--- src/rtl/fft_pkg.sv ---
// Shared constants and types for the radix-2 DIF FFT butterfly sequencer.
// Latency: none (declarations only).
// Backpressure: none (declarations only).
package fft_pkg;

  localparam int ADDR_WIDTH   = 4;
  localparam int STAGES       = ADDR_WIDTH;
  localparam int TW_WIDTH     = ADDR_WIDTH - 1;
  // Idle issue slots between stages so the last write of a stage lands
  // before the first read of the next one.
  localparam int GAP_CYCLES   = 2;
  // Cycles spent after the last issue so the issue, twiddle and write
  // registers drain before done is raised.
  localparam int FLUSH_CYCLES = 3;

  typedef enum logic [1:0] {
    IDLE,
    RUN,
    GAP,
    FLUSH
  } state_t;

  // One butterfly travelling down the issue -> butterfly -> write-back pipe.
  typedef struct packed {
    logic                  valid;
    logic [ADDR_WIDTH-1:0] addr_a;
    logic [ADDR_WIDTH-1:0] addr_b;
    logic [TW_WIDTH-1:0]   tw_idx;
  } pipe_t;

endpackage

--- src/rtl/fft_addr_gen.sv ---
// Maps (stage, butterfly) to in-place DIF read addresses and twiddle index.
// Latency: combinational.
// Backpressure: none; pure function of its inputs.
module fft_addr_gen #(
  parameter int ADDR_WIDTH = 4,
  parameter int TW_WIDTH   = ADDR_WIDTH - 1
) (
  input  logic [ADDR_WIDTH-1:0] stage,
  input  logic [ADDR_WIDTH-2:0] bfly,
  output logic [ADDR_WIDTH-1:0] addr_a,
  output logic [ADDR_WIDTH-1:0] addr_b,
  output logic [TW_WIDTH-1:0]   tw2_idx
);

  localparam int BW = ADDR_WIDTH - 1;
  localparam logic [ADDR_WIDTH-1:0] HALF = {1'b1, {(ADDR_WIDTH-1){1'b0}}};
  localparam logic [BW-1:0]         ONES = '1;

  logic [ADDR_WIDTH-1:0] span;
  logic [BW-1:0]         mask;
  logic [BW-1:0]         pos;
  logic [BW-1:0]         grp_bits;

  // span is a power of two, so grp*2*span+pos reduces to inserting a zero
  // bit at position log2(span) of the butterfly number: the low bits are
  // pos, the high bits (grp*span) are shifted up by one.
  always_comb begin
    span     = HALF >> stage;
    mask     = ONES >> stage;          // span - 1
    pos      = bfly & mask;
    grp_bits = bfly & ~mask;           // grp * span
    addr_a   = {grp_bits, 1'b0} | {1'b0, pos};
    addr_b   = addr_a + span;          // span bit of addr_a is clear, no carry
    tw2_idx  = pos << stage;
  end

endmodule

--- src/rtl/fft_bfly_sched.sv ---
// Issues every butterfly of every FFT stage: read addresses, twiddles, writes.
// Latency: first read 1 cycle after start, writes 2 cycles after their read.
// Backpressure: none; start is ignored while a transform is in progress.
module fft_bfly_sched #(
  parameter int ADDR_WIDTH = fft_pkg::ADDR_WIDTH,
  parameter int TW_WIDTH   = ADDR_WIDTH - 1
) (
  input  logic                  clk,
  input  logic                  rst,
  input  logic                  start,
  output logic                  busy,
  output logic                  done,
  output logic                  rd_en,
  output logic [ADDR_WIDTH-1:0] rd_addr_a,
  output logic [ADDR_WIDTH-1:0] rd_addr_b,
  output logic                  ff_en,
  output logic [TW_WIDTH-1:0]   tw1_idx,
  output logic [TW_WIDTH-1:0]   tw2_idx,
  output logic                  wr_en,
  output logic [ADDR_WIDTH-1:0] wr_addr_a,
  output logic [ADDR_WIDTH-1:0] wr_addr_b,
  output logic [ADDR_WIDTH-1:0] stage
);

  import fft_pkg::*;

  localparam int BW = ADDR_WIDTH - 1;
  localparam logic [BW-1:0]         LAST_BFLY  = '1;
  localparam logic [ADDR_WIDTH-1:0] LAST_STAGE = ADDR_WIDTH'(ADDR_WIDTH - 1);
  localparam logic [1:0]            GAP_LAST   = 2'(GAP_CYCLES - 1);
  localparam logic [1:0]            FLUSH_LAST = 2'(FLUSH_CYCLES - 1);

  state_t                state, state_d;
  logic [ADDR_WIDTH-1:0] stage_cnt, stage_d;
  logic [BW-1:0]         bfly_cnt, bfly_d;
  logic [1:0]            cnt, cnt_d;
  logic                  issue, busy_d, done_d;

  logic [ADDR_WIDTH-1:0] ag_addr_a, ag_addr_b;
  logic [TW_WIDTH-1:0]   ag_tw;

  pipe_t iss, s1, s2;

  // The write stage carries a twiddle field it never needs.
  logic unused_s2_tw;
  assign unused_s2_tw = ^s2.tw_idx;

  fft_addr_gen #(
    .ADDR_WIDTH (ADDR_WIDTH),
    .TW_WIDTH   (TW_WIDTH)
  ) u_addr_gen (
    .stage   (stage_cnt),
    .bfly    (bfly_cnt),
    .addr_a  (ag_addr_a),
    .addr_b  (ag_addr_b),
    .tw2_idx (ag_tw)
  );

  // Next-state, counter updates and registered-output precursors.
  always_comb begin
    state_d = state;
    stage_d = stage_cnt;
    bfly_d  = bfly_cnt;
    cnt_d   = cnt;
    done_d  = 1'b0;
    issue   = (state == RUN);
    busy_d  = (state != IDLE);
    case (state)
      IDLE: begin
        // done high means this is the completion cycle; start is dropped.
        if (start && !done) begin
          state_d = RUN;
          stage_d = '0;
          bfly_d  = '0;
          cnt_d   = '0;
        end
      end
      RUN: begin
        if (bfly_cnt == LAST_BFLY) begin
          bfly_d  = '0;
          cnt_d   = '0;
          state_d = (stage_cnt == LAST_STAGE) ? FLUSH : GAP;
        end else begin
          bfly_d = bfly_cnt + 1'b1;
        end
      end
      GAP: begin
        if (cnt == GAP_LAST) begin
          state_d = RUN;
          stage_d = stage_cnt + 1'b1;
          cnt_d   = '0;
        end else begin
          cnt_d = cnt + 1'b1;
        end
      end
      FLUSH: begin
        if (cnt == FLUSH_LAST) begin
          // Final write is on the outputs now; done follows it, and a start
          // present at this point chains straight into the next transform.
          done_d  = 1'b1;
          busy_d  = 1'b0;
          cnt_d   = '0;
          stage_d = '0;
          state_d = start ? RUN : IDLE;
        end else begin
          cnt_d = cnt + 1'b1;
        end
      end
      default: state_d = IDLE;
    endcase
  end

  // FSM state and stage/butterfly/gap counters.
  always_ff @(posedge clk) begin
    if (rst) begin
      state     <= IDLE;
      stage_cnt <= '0;
      bfly_cnt  <= '0;
      cnt       <= '0;
    end else begin
      state     <= state_d;
      stage_cnt <= stage_d;
      bfly_cnt  <= bfly_d;
      cnt       <= cnt_d;
    end
  end

  // Registered status outputs; stage lines up with the issue register.
  always_ff @(posedge clk) begin
    if (rst) begin
      busy  <= 1'b0;
      done  <= 1'b0;
      stage <= '0;
    end else begin
      busy  <= busy_d;
      done  <= done_d;
      stage <= stage_cnt;
    end
  end

  // Issue -> butterfly -> write-back pipe; payloads only move with a valid
  // butterfly so twiddles and addresses change only in their strobe cycles.
  always_ff @(posedge clk) begin
    if (rst) begin
      iss <= '0;
      s1  <= '0;
      s2  <= '0;
    end else begin
      iss.valid <= issue;
      if (issue) begin
        iss.addr_a <= ag_addr_a;
        iss.addr_b <= ag_addr_b;
        iss.tw_idx <= ag_tw;
      end
      s1.valid <= iss.valid;
      if (iss.valid) begin
        s1.addr_a <= iss.addr_a;
        s1.addr_b <= iss.addr_b;
        s1.tw_idx <= iss.tw_idx;
      end
      s2.valid <= s1.valid;
      if (s1.valid) begin
        s2.addr_a <= s1.addr_a;
        s2.addr_b <= s1.addr_b;
        s2.tw_idx <= s1.tw_idx;
      end
    end
  end

  assign rd_en     = iss.valid;
  assign rd_addr_a = iss.addr_a;
  assign rd_addr_b = iss.addr_b;
  assign ff_en     = s1.valid;
  assign tw1_idx   = '0;              // sum path is never rotated
  assign tw2_idx   = s1.tw_idx;
  assign wr_en     = s2.valid;
  assign wr_addr_a = s2.addr_a;
  assign wr_addr_b = s2.addr_b;

endmodule

--- config.mk ---
export PLATFORM = sky130hd
export DESIGN_NAME = fft_bfly_sched
export DESIGN_NICKNAME = d
export VERILOG_FILES = /design/src/rtl/fft_pkg.sv /design/src/rtl/fft_addr_gen.sv /design/src/rtl/fft_bfly_sched.sv
export SDC_FILE = /design/constraint.sdc
export NUM_CORES = 1
export LEC_CHECK = 0
export BUFFER_PORTS_ARGS = -buffer_cell sky130_fd_sc_hd__clkbuf_2
export CAP_MARGIN = 5
export CORE_UTILIZATION = 56
export DETAILED_ROUTE_END_ITERATION = 10
export MAX_ROUTING_LAYER = met4
export PLACE_DENSITY = 0.88
export SLEW_MARGIN = 5
export SYNTH_ARGS = -nofsm -noshare
export SYNTH_HDL_FRONTEND = slang
export SYNTH_SLANG_ARGS = --single-unit
--- constraint.sdc ---
create_clock -name clk -period 2.65 [get_ports clk]
set_input_delay 0 -clock clk [delete_from_list [all_inputs] [get_ports clk]]
set_output_delay 0 -clock clk [all_outputs]
set_load 0.1 [all_outputs]
Word level (Yosys, flattened, before mapping)
Cells that the tools add are included.
{"block": "classes", "add_sub_neg": 4, "eq_ne": 11, "shifts": 3, "mux": 22, "bitwise_logic": 5, "n_reduce_logical": 11}
{"cell": "2-bit two-way mux", "n": 8}
{"cell": "2-bit one-hot mux with 4 select lines", "n": 2}
{"cell": "4-bit two-way mux", "n": 3}
{"cell": "4-bit one-hot mux with 3 select lines", "n": 1}
{"cell": "4-bit AND reduction", "n": 2}
{"cell": "3-bit AND", "n": 2}
{"cell": "2-bit equality test, second input constant", "n": 3}
{"cell": "3-bit two-way mux", "n": 2}
{"cell": "2-bit inequality test, second input constant", "n": 3}
{"cell": "3-bit one-hot mux with 2 select lines", "n": 1}
{"cell": "1-bit two-way mux", "n": 5}
{"cell": "4-bit by 1-bit adder with 4-bit output, second input constant", "n": 1}
{"cell": "4-bit adder", "n": 1}
{"cell": "2-bit by 1-bit equality test with 1-bit output, second input constant", "n": 2}
{"cell": "4-bit by 2-bit equality test with 1-bit output, second input constant", "n": 1}
{"cell": "4-bit by 3-bit bitwise OR with 4-bit output", "n": 1}
{"cell": "2-bit AND reduction", "n": 2}
{"cell": "2-bit nonzero test", "n": 2}
{"cell": "3-bit by 4-bit << shifter with 3-bit output", "n": 1}
{"cell": "3-bit by 4-bit >> shifter with 3-bit output, first input constant", "n": 1}
{"cell": "4-bit by 4-bit >> shifter with 4-bit output, first input constant", "n": 1}
{"cell": "3-bit by 1-bit adder with 3-bit output, second input constant", "n": 1}
{"cell": "3-bit equality test, second input constant", "n": 1}
{"cell": "3-bit NOT", "n": 1}
{"cell": "other kinds (8)", "n": 8}
{"block": "word_totals", "ff_bits": 50, "inputBits": 3, "out_inout_bits": 31, "elab_cells": 74}

Longest topological paths before layout
{"block": "logic_depth", "depth_word": 5, "depth_mapped": 10, "mapped_depth_nobuf": 9}

Hierarchy
Synthesis repeated with hierarchy kept, for this count alone.
{"block": "hier_totals", "hier_cells": 248, "area_unflattened_um2": 2288.4}
{"module": "fft_bfly_sched", "instances": 1, "cells_per_inst": 211, "area_per_inst_um2": 2006.9, "seq_area_each_um2": 1001.0}
{"module": "fft_addr_gen", "instances": 1, "cells_per_inst": 37, "area_per_inst_um2": 281.5, "seq_area_each_um2": 0.0}

Worst setup path after synthesis
OpenSTA, ideal clock, no wires.
{"block": "synth_path", "path_kind": "register to register", "from": "register stage_cnt[2]", "to": "register iss (netlist bit rd_addr_b[3])", "arrival_time_ns": 1.942, "path_slack_ns": 0.622, "stages_incl_launch_ff": 11, "path_buffers": 1, "path_cell_list": "dfxtp_1 buf_2 nor2_1 nand2_1 a22oi_1 inv_1 ha_1 a21o_1 a21oi_1 xnor2_1 a211oi_1"}
{"block": "synth_between", "elab_chain_len": 5, "elab_cells_between_ends": 7, "classes_between": "add/sub (1); shift (2); bitwise (4)"}
{"element": "start, declared", "line_no": "fft_bfly_sched.sv:34", "text": "logic [ADDR_WIDTH-1:0] stage_cnt, stage_d;"}
{"element": "start signal, assigned", "line_no": "fft_bfly_sched.sv:122", "text": "stage_cnt <= stage_d;"}
{"element": "3-bit by 4-bit >> shifter with 3-bit output (*)", "line_no": "fft_addr_gen.sv:29", "text": "mask = ONES >> stage;"}
{"element": "3-bit NOT", "line_no": "fft_addr_gen.sv:31", "text": "grp_bits = bfly & ~mask;"}
{"element": "3-bit AND", "line_no": "fft_addr_gen.sv:31"}
{"element": "4-bit by 3-bit bitwise OR with 4-bit output (*)", "line_no": "fft_addr_gen.sv:32", "text": "addr_a = {grp_bits, 1'b0} | {1'b0, pos};"}
{"element": "via ag_addr_a[1]", "line_no": "fft_bfly_sched.sv:39", "text": "logic [ADDR_WIDTH-1:0] ag_addr_a, ag_addr_b;"}
{"element": "4-bit adder (*)", "line_no": "fft_addr_gen.sv:33", "text": "addr_b = addr_a + span;"}
{"element": "end, declared", "line_no": "fft_bfly_sched.sv:42", "text": "pipe_t iss, s1, s2;"}
The timed path passes the listed nets; every way through them passes the cells marked *.
A chain may end at the register's enable or synchronous reset.

Final worst setup path
Same ends and word-level chain as after synthesis.

==> flow_metrics.env <==
export IMPL_status="finished, final reports clean"
export IMPL_clock_sinks=50
export IMPL_ios=34
export IMPL_vias=1604
export IMPL_crit_required_ns=2.87
export IMPL_synth_most_common_cell="dfxtp_1"
export IMPL_hold_depth=5
export IMPL_synthArstFlopShare=0
export IMPL_drt_wl_total_um=4011
export IMPL_cts_made_buffers=5
export IMPL_clkPwrFrac=0.402
export IMPL_dieArea_sq_um=4217
export IMPL_power_mw=1.576
export IMPL_synth_top_area_share=0.4512
export IMPL_reg2reg_slack_ns=0.40
export IMPL_synth_top_family_by_area="simple AND/OR/NAND/NOR gates"
export IMPL_ys_ff_latch=50
export IMPL_hold_path_end="cnt[1]"
export IMPL_drt_first_iter_violations=69
export IMPL_ant_nets=0
export IMPL_start_util=0.5926
export IMPL_cts_resized=0
export IMPL_rsz0062_at_grt="no"
export IMPL_synth_compound_area_frac=0.09927
export IMPL_gp_congestion=0.8003
export IMPL_period_share=0.8472
export IMPL_synth_edf_count=0
export IMPL_cts_tree="built"
export IMPL_synthFlopType="dfxtp_1"
export IMPL_root_buffer="clkbuf_8"
export IMPL_net_switching_power_mw=0.4003
export IMPL_relSlewSlack=0.3504
export IMPL_yosys_top_cells_area="dfxtp_1 (45%), mux2i_1 (9.5%), nor2_1 (6.4%)"
export IMPL_final_core_util=0.6434
export IMPL_cts_htree_levels=2
export IMPL_period_needed_ns=2.245
export IMPL_synth_xor_area_frac=0.007896
export IMPL_ys_seq_area_frac=0.4512
export IMPL_synth_area_mux_share=0.09983
export IMPL_multi_input_area_sq_um=1033
export IMPL_dr_pass1_iters=5
export IMPL_postSynthCellCount=236
export IMPL_synth_top_area_cell="dfxtp_1"
export IMPL_grt_max_degree=51
export IMPL_fin_tns_setup_ns=0
export IMPL_dpl_hpwl_um=2666
export IMPL_rows=22
export IMPL_swShare=0.2541
export IMPL_fillers=314
export IMPL_io_buffers=30
export IMPL_min_from="start"
export IMPL_nets=257
export IMPL_num_antenna_cells=0
export IMPL_drcViolationCount=0
export IMPL_post_cts_setup_buffers=0
export IMPL_wl_per_cell_um=13.55
export IMPL_yosys_area_share_simple=0.2109
export IMPL_power_density_nw_per_um2=654.1
export IMPL_synth_adder_area_share=0.04287
export IMPL_clkTransAtPathRegs_ns=0.09
export IMPL_drive_gt1_frac=0.1855
export IMPL_ir_drop_v=0.0003519
export IMPL_track_usage=0.2191
export IMPL_insertion_delay_ns=0.31
export IMPL_p_comb_frac=0.099
export IMPL_dieWidth_um=64.94
export IMPL_ff2ff_path_depth=9
export IMPL_skew_ns=0.006025
export IMPL_syn_area_per_cell_sq_um=9.400
export IMPL_whs_ns=0.2692
export IMPL_critPathMaxFanout=9
export IMPL_final_seq_area_sq_um=1001
export IMPL_worstSetupEndpointType="flip-flop"
export IMPL_crit_start="stage_cnt[2]"
export IMPL_fmax_mhz=445.4
export IMPL_maxSlewViolCount=0
export IMPL_worst_slack_ns=0.4049
export IMPL_crit_arrival_ns=2.46
export IMPL_ctsLongestPathBuffers=2
export IMPL_syn_to_final_growth_pct=8.573
export IMPL_internal_power_mw=1.175
export IMPL_core_area_sq_um=3744
export IMPL_synth_warnings=0
export IMPL_synth_common_cells="dfxtp_1 (50), nor2_1 (38), mux2i_1 (21), buf_4 (15)"
export IMPL_netlist_area_sq_um=2218
export IMPL_r2r_start="stage_cnt[2]"
export IMPL_hold_viol=0
export IMPL_power_leakage_nw=1.030
export IMPL_maxCapViolations=0
export IMPL_grt_pass1_vias=1463
export IMPL_postCtsHoldBufs=0
export IMPL_place_ws_ns=0.4342
export IMPL_power_frac_seq=0.499
export IMPL_min_path_type="in -> reg"
export IMPL_setup_viol=0
export IMPL_critical_path_class="reg -> reg"
export IMPL_grt_overflow=0
export IMPL_antenna_found_initial=0
export IMPL_synth_cell_type_count=41
export IMPL_tightest_slew_ns=0.9744
export IMPL_timing_rr_end="rd_addr_b[3]"
export IMPL_via_per_inst=5.419
export IMPL_fp_dieH_um=64.94
export IMPL_grt_pass1_wl_um=6789
export IMPL_start_kind="flip-flop"
metal layers:
| layer | share of wire | vias to the layer above | global-route usage |
|---|---|---|---|
| met3 | 0.043 | 10 | 0.06514 |
| met2 | 0.47 | 42 | 0.3307 |
| met4 | 0.023 | 0 | 0.1056 |
| met1 | 0.47 | 742 | 0.2659 |
| met5 | 0 | - | - |
| li1 | - | 810 | - |
flip-flops by register name, summed over array words and instances, names as in the netlist, 2 cells and up:
signal and count:
cnt 2, stage_cnt 4, tw2_idx 3, rd_addr_b 4, wr_addr_a 4, rd_addr_a 4
bfly_cnt 3, state 2, wr_addr_b 4, stage 4, iss 3, s1 8
how the worst max path moves through the flow:
stage | endpoint | slack, ns | cells past startpoint
after detailed placement | rd_addr_b[3] | 0.43 | 9
after CTS | rd_addr_b[3] | 0.42 | 9
after floorplan | rd_addr_b[3] | 0.62 | 10
final | rd_addr_b[3] | 0.40 | 9
after global routing | rd_addr_b[3] | 0.19 | 9
after global placement | rd_addr_b[3] | 0.56 | 9
critical path, cell delays in order, from the launching register on:
cell and delay, ns:
dfxtp_1 0.40, nor2_1 0.30, nand2_1 0.09, a22oi_1 0.34, inv_1 0.09, ha_1 0.30, a21o_1 0.18, a21oi_1 0.17
xnor2_1 0.09, a211oi_1 0.21
power groups by stage:
stage | logic (mW) | clock network, mW | registers, mW
after floorplan | 0.136 | 0 | 0.811
after global placement | 0.153 | 0 | 0.803
after detailed placement | 0.156 | 0 | 0.804
after CTS | 0.157 | 0.642 | 0.786
after global routing | 0.165 | 0.675 | 0.789
final | 0.156 | 0.633 | 0.786
cell usage in the layout, fill, tap and decap left out, types with 2 or more instances in the layout:
cell and n:
nor4b_1 3, clkbuf_8 5, clkbuf_2 30, a211oi_1 5
mux2i_1 21, nand2_1 11, nand3b_1 2, and3_1 2
o21ai_0 4, xnor2_1 2, ha_1 6, a21o_1 3
nor3_1 5, nor3_2 3, nand3_1 2, a21oi_1 10
inv_1 5, and2_1 2, dfxtp_1 50, a22oi_1 3
bufinv_16 2, nor2_1 38, nand2b_1 3, conb_1 3
nor2b_1 11
final cells by class:
type,instances,share of cell area
multi-input cells,154,0.4291
flip-flops and latches,50,0.4156
repair buffers,31,0.06545
inverters,5,0.007792
well taps,48,0.02494
clock inverters,3,0.02857
clock buffers,5,0.02857
logic make-up after synthesis:
group           Yosys count
simple gates             88
compound gates           32
mux                      22
fa+ha+maj                 7
xor+xnor                  2
flops                    50
buf+inv                  34
other cells               1
per-stage QoR:
step	cells	area, sq um
after floorplan	238	2226
after global placement	288	2271
after detailed placement	288	2271
after CTS	296	2409
after global routing	296	2409
final	296	2409
(Power assumes the default switching activity.)
